### config.mk
export PLATFORM = sky130hd
export DESIGN_NAME = pll_lock_reset_seq
export DESIGN_NICKNAME = d
export VERILOG_FILES = /design/src/rtl/pll_lock_reset_seq.sv
export SDC_FILE = /design/constraint.sdc
export NUM_CORES = 1
export LEC_CHECK = 0
export CELL_PAD_IN_SITES_DETAIL_PLACEMENT = 1
export CELL_PAD_IN_SITES_GLOBAL_PLACEMENT = 1
export CORE_MARGIN = 5
export CORE_UTILIZATION = 35
export CTS_CLUSTER_DIAMETER = 150
export DETAILED_ROUTE_END_ITERATION = 10
export GPL_TIMING_DRIVEN = 1
export HOLD_SLACK_MARGIN = 0.12
export PLACE_DENSITY = 0.77
export REMOVE_ABC_BUFFERS = 1
export SLEW_MARGIN = 20
export SYNTH_ARGS = -nofsm -noshare
export SYNTH_HDL_FRONTEND = slang
export SYNTH_SLANG_ARGS = --single-unit
### constraint.sdc
create_clock -name clk -period 1.85 [get_ports clk]
set_input_delay 0.185 -clock clk [delete_from_list [all_inputs] [get_ports clk]]
set_output_delay 0.185 -clock clk [all_outputs]
set_load 0.02 [all_outputs]
### src/rtl/pll_lock_reset_seq.sv
// Reset sequencer for the DDR3 rPLL domain: pulses PLL reset, qualifies lock, then releases
// the DDR controller and user-logic resets in order, re-sequencing on lock loss.
module pll_lock_reset_seq #(
  parameter int SYNC_STAGES      = 2,
  parameter int PLL_RST_CYC      = 16,
  parameter int LOCK_STABLE_CYC  = 1024,
  parameter int LOCK_TIMEOUT_CYC = 270000,
  parameter int CNT_W            = 8
) (
  input  logic             clk,
  input  logic             rst_n,
  input  logic             pll_lock,
  input  logic             calib_done,
  output logic             pll_rst,
  output logic             ddr_rst_n,
  output logic             sys_rst_n,
  output logic             ready,
  output logic [CNT_W-1:0] retry_cnt,
  output logic [CNT_W-1:0] loss_cnt
);
  // state     | meaning
  // PLL_RST   | pll_rst driven high for PLL_RST_CYC cycles
  // WAIT_LOCK | waiting for LOCK_STABLE_CYC consecutive synced-lock cycles, or timeout
  // DDR_REL   | DDR controller out of reset, waiting for calibration done
  // RUN       | all resets released, ready high

  localparam int MAX_AB  = (LOCK_TIMEOUT_CYC > LOCK_STABLE_CYC) ? LOCK_TIMEOUT_CYC : LOCK_STABLE_CYC;
  localparam int MAX_CYC = (MAX_AB > PLL_RST_CYC) ? MAX_AB : PLL_RST_CYC;
  localparam int TMR_W   = $clog2(MAX_CYC + 1);
  localparam int STB_W   = $clog2(LOCK_STABLE_CYC + 1);

  localparam logic [TMR_W-1:0] RST_LAST = TMR_W'(PLL_RST_CYC - 1);
  localparam logic [TMR_W-1:0] TMO_LAST = TMR_W'(LOCK_TIMEOUT_CYC - 1);
  localparam logic [STB_W-1:0] STB_DONE = STB_W'(LOCK_STABLE_CYC);

  typedef enum logic [1:0] {
    S_PLL_RST   = 2'd0,
    S_WAIT_LOCK = 2'd1,
    S_DDR_REL   = 2'd2,
    S_RUN       = 2'd3
  } state_t;

  state_t                 state;
  logic [TMR_W-1:0]       timer;
  logic [STB_W-1:0]       stable;
  logic [SYNC_STAGES-1:0] lock_sync;
  logic [SYNC_STAGES-1:0] cal_sync;
  logic                   lock_s;
  logic                   cal_s;

  always_ff @(posedge clk or negedge rst_n) begin
    if (!rst_n) begin
      lock_sync <= '0;
      cal_sync  <= '0;
    end else begin
      lock_sync <= {lock_sync[SYNC_STAGES-2:0], pll_lock};
      cal_sync  <= {cal_sync[SYNC_STAGES-2:0], calib_done};
    end
  end

  assign lock_s = lock_sync[SYNC_STAGES-1];
  assign cal_s  = cal_sync[SYNC_STAGES-1];

  always_ff @(posedge clk or negedge rst_n) begin
    if (!rst_n) begin
      state     <= S_PLL_RST;
      timer     <= '0;
      stable    <= '0;
      pll_rst   <= 1'b1;
      ddr_rst_n <= 1'b0;
      sys_rst_n <= 1'b0;
      ready     <= 1'b0;
      retry_cnt <= '0;
      loss_cnt  <= '0;
    end else if ((state == S_DDR_REL || state == S_RUN) && !lock_s) begin
      // lock lost after release: pull both resets and re-qualify lock without a PLL reset
      state     <= S_WAIT_LOCK;
      timer     <= '0;
      stable    <= '0;
      ddr_rst_n <= 1'b0;
      sys_rst_n <= 1'b0;
      ready     <= 1'b0;
      if (loss_cnt != '1) loss_cnt <= loss_cnt + CNT_W'(1);
    end else begin
      case (state)
        S_PLL_RST: begin
          if (timer == RST_LAST) begin
            state   <= S_WAIT_LOCK;
            timer   <= '0;
            stable  <= '0;
            pll_rst <= 1'b0;
          end else begin
            timer <= timer + TMR_W'(1);
          end
        end
        S_WAIT_LOCK: begin
          // stability is tested first so a coincident timeout does not trigger a retry
          if (stable == STB_DONE) begin
            state     <= S_DDR_REL;
            ddr_rst_n <= 1'b1;
          end else if (timer == TMO_LAST) begin
            state   <= S_PLL_RST;
            timer   <= '0;
            pll_rst <= 1'b1;
            if (retry_cnt != '1) retry_cnt <= retry_cnt + CNT_W'(1);
          end else begin
            timer  <= timer + TMR_W'(1);
            stable <= lock_s ? stable + STB_W'(1) : '0;
          end
        end
        S_DDR_REL: begin
          if (cal_s) begin
            state     <= S_RUN;
            sys_rst_n <= 1'b1;
            ready     <= 1'b1;
          end
        end
        S_RUN: begin
          state <= S_RUN;
        end
        default: begin
          state <= S_PLL_RST;
        end
      endcase
    end
  end

endmodule

==> results of run 1 <==
## layout make-up
type | instances | area [um2] | share of cell area [%]
Multi-Input combinational cell | 214 | 1840 | 40.0
Sequential cell | 55 | 1380 | 29.9
Timing Repair Buffer | 125 | 1100 | 23.8
Tap cell | 105 | 131 | 2.85
Clock buffer | 6 | 72.6 | 1.58
Inverter | 19 | 71.3 | 1.55
Clock inverter | 2 | 12.5 | 0.272
## power groups by stage
stage / logic [W] / registers, W / clock network (W)
finish: 0.000115 / 0.00122 / 0.000707
detailed placement: 0.0000917 / 0.00124 / 0
CTS: 0.0000995 / 0.00122 / 0.000700
floorplan: 0.0000251 / 0.00124 / 0
global route: 0.000123 / 0.00122 / 0.000761
global placement: 0.0000870 / 0.00124 / 0
## what timing repair did
action	CTS	global route
pin swaps	50	28
endpoints found under the hold margin	16	0
gates cloned	2	0
hold buffers	1	0
setup buffers	13	17
setup endpoints to repair	38	40
gates resized for setup	65	56
## routing by layer
layer	track usage, %	part of all wire (%)	routed length (um)
met3	2.87	4.1	571
met1	25.8	34	4760
met2	42.3	53	7410
met5	0	0	0
met4	13.5	8.4	1180
## cells by family after synthesis
| family | share of synthesized area, % |
|---|---|
| compound gates | 15.4 |
| xor+xnor | 6.48 |
| fa+ha+maj | 2.10 |
| buf+inv | 4.00 |
| flops | 46.3 |
| mux | 1.43 |
| simple gates | 24.3 |
## worst paths after layout
path	end	slack (ps)	depth (start not counted)
setup / recovery	timer[11]	-470	10
hold / removal	lock_sync[0]	310	1
setup reg to reg	timer[11]	-470	10
hold reg to reg	lock_sync[1]	360	0
max in group asynchronous	timer[9]	800	3
min in group asynchronous	retry_cnt[4]	360	2
## registers in the layout (all words and copies together), names as in the netlist
signal / flops
pll_rst: 1
timer: 19
stable: 11
retry_cnt: 8
state: 2
ddr_rst_n: 1
ready: 1
lock_sync: 2
loss_cnt: 8
cal_sync: 2
## cell usage in the layout, fill, tap and decap left out, drive strengths merged, types with 5 or more instances in the layout
master	instances
buf	102
dfrtp	54
nand3	25
o21ai	23
clkdlybuf4s50	22
a21oi	21
inv	19
nand2	19
nor2	19
xnor2	15
nand4	11
nor4	9
xor2	7
or3	6
and3	6
clkbuf	6
and4	6
ha	5
## per-stage QoR
stage | instance area [um2] | hold slack (ps)
detailed placement | 3830 | 156
finish | 4600 | 309
global placement | 3830 | 155
CTS | 4260 | 298
global route | 4600 | 311
floorplan | 2930 | -111
==> results.sh, run 1 <==
export IMPL_outcome="finished with violations"
export IMPL_failed_checks="negative setup slack"
export IMPL_finalSetupViolCount=41
export IMPL_dr_total_vias=3127
export IMPL_synthCells=295
export IMPL_combinationalPowerShare_pct=5.6
export IMPL_required_time_at_the_worst_slack_endpoint_ps=2050
export IMPL_ys_seq_elements=55
export IMPL_num_fill_cells=879
export IMPL_rr_startpoint="stable[0]"
export IMPL_finalNonFillerCells=526
export IMPL_netlist_top_cells_count="54 x sky130_fd_sc_hd__dfrtp_1, 24 x sky130_fd_sc_hd__nand3_1, 19 x sky130_fd_sc_hd__a21oi_1, 19 x sky130_fd_sc_hd__nand2_1"
export IMPL_timing_worst_setup_path_type="reg2reg"
export IMPL_boundaryPins=24
export IMPL_yosys_warnings=0
export IMPL_postLayoutCoreUtil_pct=55.8
export IMPL_min_from="pll_lock"
export IMPL_num_nets_final=429
export IMPL_internal_power_w=0.00152
export IMPL_die_area_um2=10400
export IMPL_clock_insertion_delay_worst_skew_ps=330
export IMPL_drtAntennaViolNets=0
export IMPL_drt_wl_total_um=13900
export IMPL_total_power_density_per_cell_area_nw_per_um2=443
export IMPL_worst_slew_pin_transition_ps=502
export IMPL_cp_buffers_inverters=3
export IMPL_grt_max_degree=21
export IMPL_drive_gt1_share_pct=45.6
export IMPL_p_total_w=0.00204
export IMPL_finalCritPeriodShare_pct=126
export IMPL_switching_power_w=0.000518
export IMPL_route_detailed_wl_per_inst_um=26.5
export IMPL_min_path_type="in2reg"
export IMPL_max_stage_delay_ps=390
export IMPL_gr_total_overflow=0
export IMPL_core_footprint_um2=8260
export IMPL_cap_violations=0
export IMPL_timing_critical_path_to_type="register"
export IMPL_pwr_share_seq_pct=59.7
export IMPL_finalWorstPathRequiredPeriod_ps=2320
export IMPL_synth_async_sr_flop_share_pct=100
export IMPL_yosysTopAreaCellShare_pct=45.5
export IMPL_critical_path_peak_fanout=3
export IMPL_drt_initial_drc_count=159
export IMPL_grt_first_pass_wirelength_um=18300
export IMPL_die_width_um=102
export IMPL_dr_pass1_iters=4
export IMPL_netlist_area_um2=2970
export IMPL_synth_sequential_area_ratio_pct=46.3
export IMPL_post_synth_num_cell_types=58
export IMPL_dominantRegCellSynth="sky130_fd_sc_hd__dfrtp_1"
export IMPL_clk_pin_slew_worst_paths_ps=120
export IMPL_antenna_violations_before_repair=0
export IMPL_global_route_usage_total_pct=23.2
export IMPL_synthToLayoutAreaGrowth_pct=54.9
export IMPL_ir_drop_mv=0.411
export IMPL_start_kind="register"
export IMPL_rows=33
export IMPL_timing_critical_path_arrival_ps=2520
export IMPL_finalWeightedCongestion=0.828
export IMPL_path_cells="inv_1 -> ha_1 -> and2_1 -> nand3_1 -> o211ai_1 -> buf_4 -> a21oi_4 -> buf_12 -> a41oi_2 -> a31oi_1"
export IMPL_timing_max_transition_violations_final=0
export IMPL_timing_final_hold_violations=0
export IMPL_place_port_buffers=23
export IMPL_route_detailed_drc=0
export IMPL_switching_share_pct=25.4
export IMPL_vias_per_cell=5.94
export IMPL_synth_most_common_cell="sky130_fd_sc_hd__dfrtp_1"
export IMPL_relative_slew_slack_pct=66.6
export IMPL_netlist_top_cells_area="sky130_fd_sc_hd__dfrtp_1 45%, sky130_fd_sc_hd__xnor2_1 4.4%, sky130_fd_sc_hd__nand3_1 4.0%"
export IMPL_dp_cells=488
export IMPL_clock_path_buffers=2
export IMPL_numClockSinks=55
export IMPL_skew_ps=19.6
export IMPL_h_tree_depth=2
export IMPL_cts_buffers=5
export IMPL_cts_tree="done"
export IMPL_unrepaired_setup_endpoints_after_global_routing="true"
export IMPL_fin_tns_setup_ps=-11690
export IMPL_dp_hpwl_um=6430
export IMPL_relative_contribution_of_the_clock_network_to_total_power_pct=34.6
export IMPL_die_height_um=102
export IMPL_synth_enable_flop_cells=0
export IMPL_cts_root_buffer_cell="sky130_fd_sc_hd__clkbuf_8"
export IMPL_worstSetupStartpoint="stable[0]"
export IMPL_crit_path_top_delay_cell="sky130_fd_sc_hd__dfrtp_1"
export IMPL_worst_path_dominant_cell_family="compound AO/OA/AOI/OAI gates"
export IMPL_final_critical_path_setup_slack_ps=-475
export IMPL_grt_pass1_vias=3273
export IMPL_starting_utilization_of_the_core_area_pct=36.0
export IMPL_synth_avg_cell_area_um2=10.1
export IMPL_insertedDiodeCount=0
export IMPL_total_leakage_power_nw=2.03
export IMPL_pre_cts_slack_ps=-253
export IMPL_synth_largest_area_cell="sky130_fd_sc_hd__dfrtp_1"
export IMPL_achievable_frequency_mhz=430
Power figures use the tool's default switching activity.
==> inputs of run 2 (changes only) <==
- CORE_UTILIZATION: 35 -> 30
- PLACE_DENSITY: 0.77 -> 0.69
==> results.sh, run 2 (synthesized netlist as in run 1, its figures left out) <==
export IMPL_mostFrequentLayoutCells="72 x sky130_fd_sc_hd__buf_4, 53 x sky130_fd_sc_hd__dfrtp_1, 22 x sky130_fd_sc_hd__clkdlybuf4s50_1"
export IMPL_ir_drop_mv=0.344
export IMPL_worst_slew_pin_transition_ps=341
export IMPL_num_fill_cells=1092
export IMPL_dp_cells=510
export IMPL_relative_slew_slack_pct=77.2
export IMPL_numClockSinks=55
export IMPL_boundaryPins=24
export IMPL_clock_path_buffers=2
export IMPL_dr_pass1_iters=4
export IMPL_cap_violations=0
export IMPL_dr_total_vias=2767
export IMPL_pre_cts_slack_ps=-242
export IMPL_synthToLayoutAreaGrowth_pct=50.8
export IMPL_fin_tns_setup_ps=-6180
export IMPL_final_critical_path_setup_slack_ps=-263
export IMPL_timing_critical_path_to_type="register"
export IMPL_max_reg_flops=19
export IMPL_h_tree_depth=2
export IMPL_failed_checks="negative setup slack"
export IMPL_die_height_um=110
export IMPL_outcome="finished with violations"
export IMPL_finalNonFillerCells=542
export IMPL_starting_utilization_of_the_core_area_pct=30.6
export IMPL_finalWorstPathRequiredPeriod_ps=2110
export IMPL_grt_max_degree=56
export IMPL_clk_pin_slew_worst_paths_ps=110
export IMPL_reg_largest_list="timer x19, stable x11"
export IMPL_unrepaired_setup_endpoints_after_global_routing="true"
export IMPL_drt_wl_total_um=9260
export IMPL_min_path_type="in2reg"
export IMPL_vias_per_cell=5.11
export IMPL_finalWeightedCongestion=0.807
export IMPL_timing_max_transition_violations_final=0
export IMPL_insertedDiodeCount=0
export IMPL_mostFrequentLayoutCell="sky130_fd_sc_hd__buf_4"
export IMPL_skew_ps=9.53
export IMPL_route_detailed_drc=0
export IMPL_postLayoutCoreUtil_pct=46.1
export IMPL_finalCritPeriodShare_pct=114
export IMPL_core_footprint_um2=9730
export IMPL_total_power_density_per_cell_area_nw_per_um2=461
export IMPL_rows=36
export IMPL_total_leakage_power_nw=2.01
export IMPL_route_detailed_wl_per_inst_um=17.1
export IMPL_gr_total_overflow=0
export IMPL_critical_path_peak_fanout=4
export IMPL_regMostFlops="timer"
export IMPL_die_area_um2=12000
export IMPL_die_width_um=110
export IMPL_clock_insertion_delay_worst_skew_ps=330
export IMPL_finalSetupViolCount=39
export IMPL_grt_pass1_vias=2846
export IMPL_drtAntennaViolNets=0
export IMPL_cts_root_buffer_cell="sky130_fd_sc_hd__clkbuf_8"
export IMPL_grt_first_pass_wirelength_um=14200
export IMPL_required_time_at_the_worst_slack_endpoint_ps=2080
export IMPL_cts_tree="done"
export IMPL_drt_initial_drc_count=91
export IMPL_dp_hpwl_um=5850
export IMPL_drive_gt1_share_pct=42.5
export IMPL_antenna_violations_before_repair=0
export IMPL_timing_worst_setup_path_type="reg2reg"
export IMPL_timing_critical_path_arrival_ps=2340
export IMPL_place_port_buffers=23
export IMPL_global_route_usage_total_pct=14.9
export IMPL_achievable_frequency_mhz=473
export IMPL_start_kind="register"
export IMPL_cts_buffers=5
export IMPL_timing_final_hold_violations=0
export IMPL_num_nets_final=417
run 2: cell count changes in the layout (fill, tap and decap cells not counted), sizes merged:
cell | previous run | this run
buf | 102 | 89
inv | 19 | 21
clkbuf | 6 | 5
clkinvlp | 1 | 0
o31a | 1 | 2
run 2: repair_timing:
action	CTS	global route
cloned	2	0
pin swaps	29	41
setup buffers	8	16
endpoints found under the setup margin	38	41
hold endpoints to repair	55	0
resized for setup	49	47
hold buffers	1	0
run 2: cell type report:
class / instances / area (um2) / area share, %
tap: 133 / 166 / 3.71
timing repair buffer: 112 / 968 / 21.6
sequential: 55 / 1380 / 30.7
clock buffer: 5 / 68.8 / 1.53
clock inverter: 3 / 26.3 / 0.586
multi-input combinational: 215 / 1800 / 40.2
inverter: 19 / 71.3 / 1.59
run 2: critical path: stages, from the launching register on:
cell                       delay (ps)
sky130_fd_sc_hd__dfrtp_2          470
sky130_fd_sc_hd__nor4_4           350
sky130_fd_sc_hd__buf_4            180
sky130_fd_sc_hd__nand3_4          100
sky130_fd_sc_hd__buf_4            160
sky130_fd_sc_hd__o31a_4           310
sky130_fd_sc_hd__a211oi_2         220
sky130_fd_sc_hd__xnor2_1          150
sky130_fd_sc_hd__nor2_1            60
run 2: per-stage QoR:
| step | hold WS [ps] | power, W | instance area, um2 |
|---|---|---|---|
| final | 277 | 0.00207 | 4480 |
| after global routing | 271 | 0.00215 | 4480 |
| after CTS | 269 | 0.00209 | 4190 |
| after detailed placement | 212 | 0.00133 | 3830 |
| after global placement | 214 | 0.00133 | 3830 |
| after floorplan | -111 | 0.00127 | 2930 |
run 2: worst paths after layout:
check	cells after the start	start	slack, ps	end
min in group asynchronous	3	rst_n	380	state[1]
max in group asynchronous	3	rst_n	1180	pll_rst
worst max register to register	8	timer[17]	-260	stable[9]
worst max-delay path	8	timer[17]	-260	stable[9]
worst min register to register	0	lock_sync[0]	360	lock_sync[1]
worst min-delay path	1	pll_lock	280	lock_sync[0]
run 2: report_power, final:
group	total [W]	internal [W]	switching, W
Clock	0.000746	0.000280	0.000465
Combinational	0.000107	0.0000461	0.0000604
Sequential	0.00122	0.00121	0.00000442
Total	0.00207	0.00154	0.000530
run 2: routing by layer:
| layer | vias to the layer above | global-route usage (%) | share of wire [%] |
|---|---|---|---|
| li1 | 1300 | - | - |
| met1 | 1402 | 18.9 | 43 |
| met2 | 46 | 25.7 | 52 |
| met3 | 19 | 2.76 | 2.5 |
| met4 | 0 | 4.45 | 2.2 |
| met5 | - | 0 | 0 |
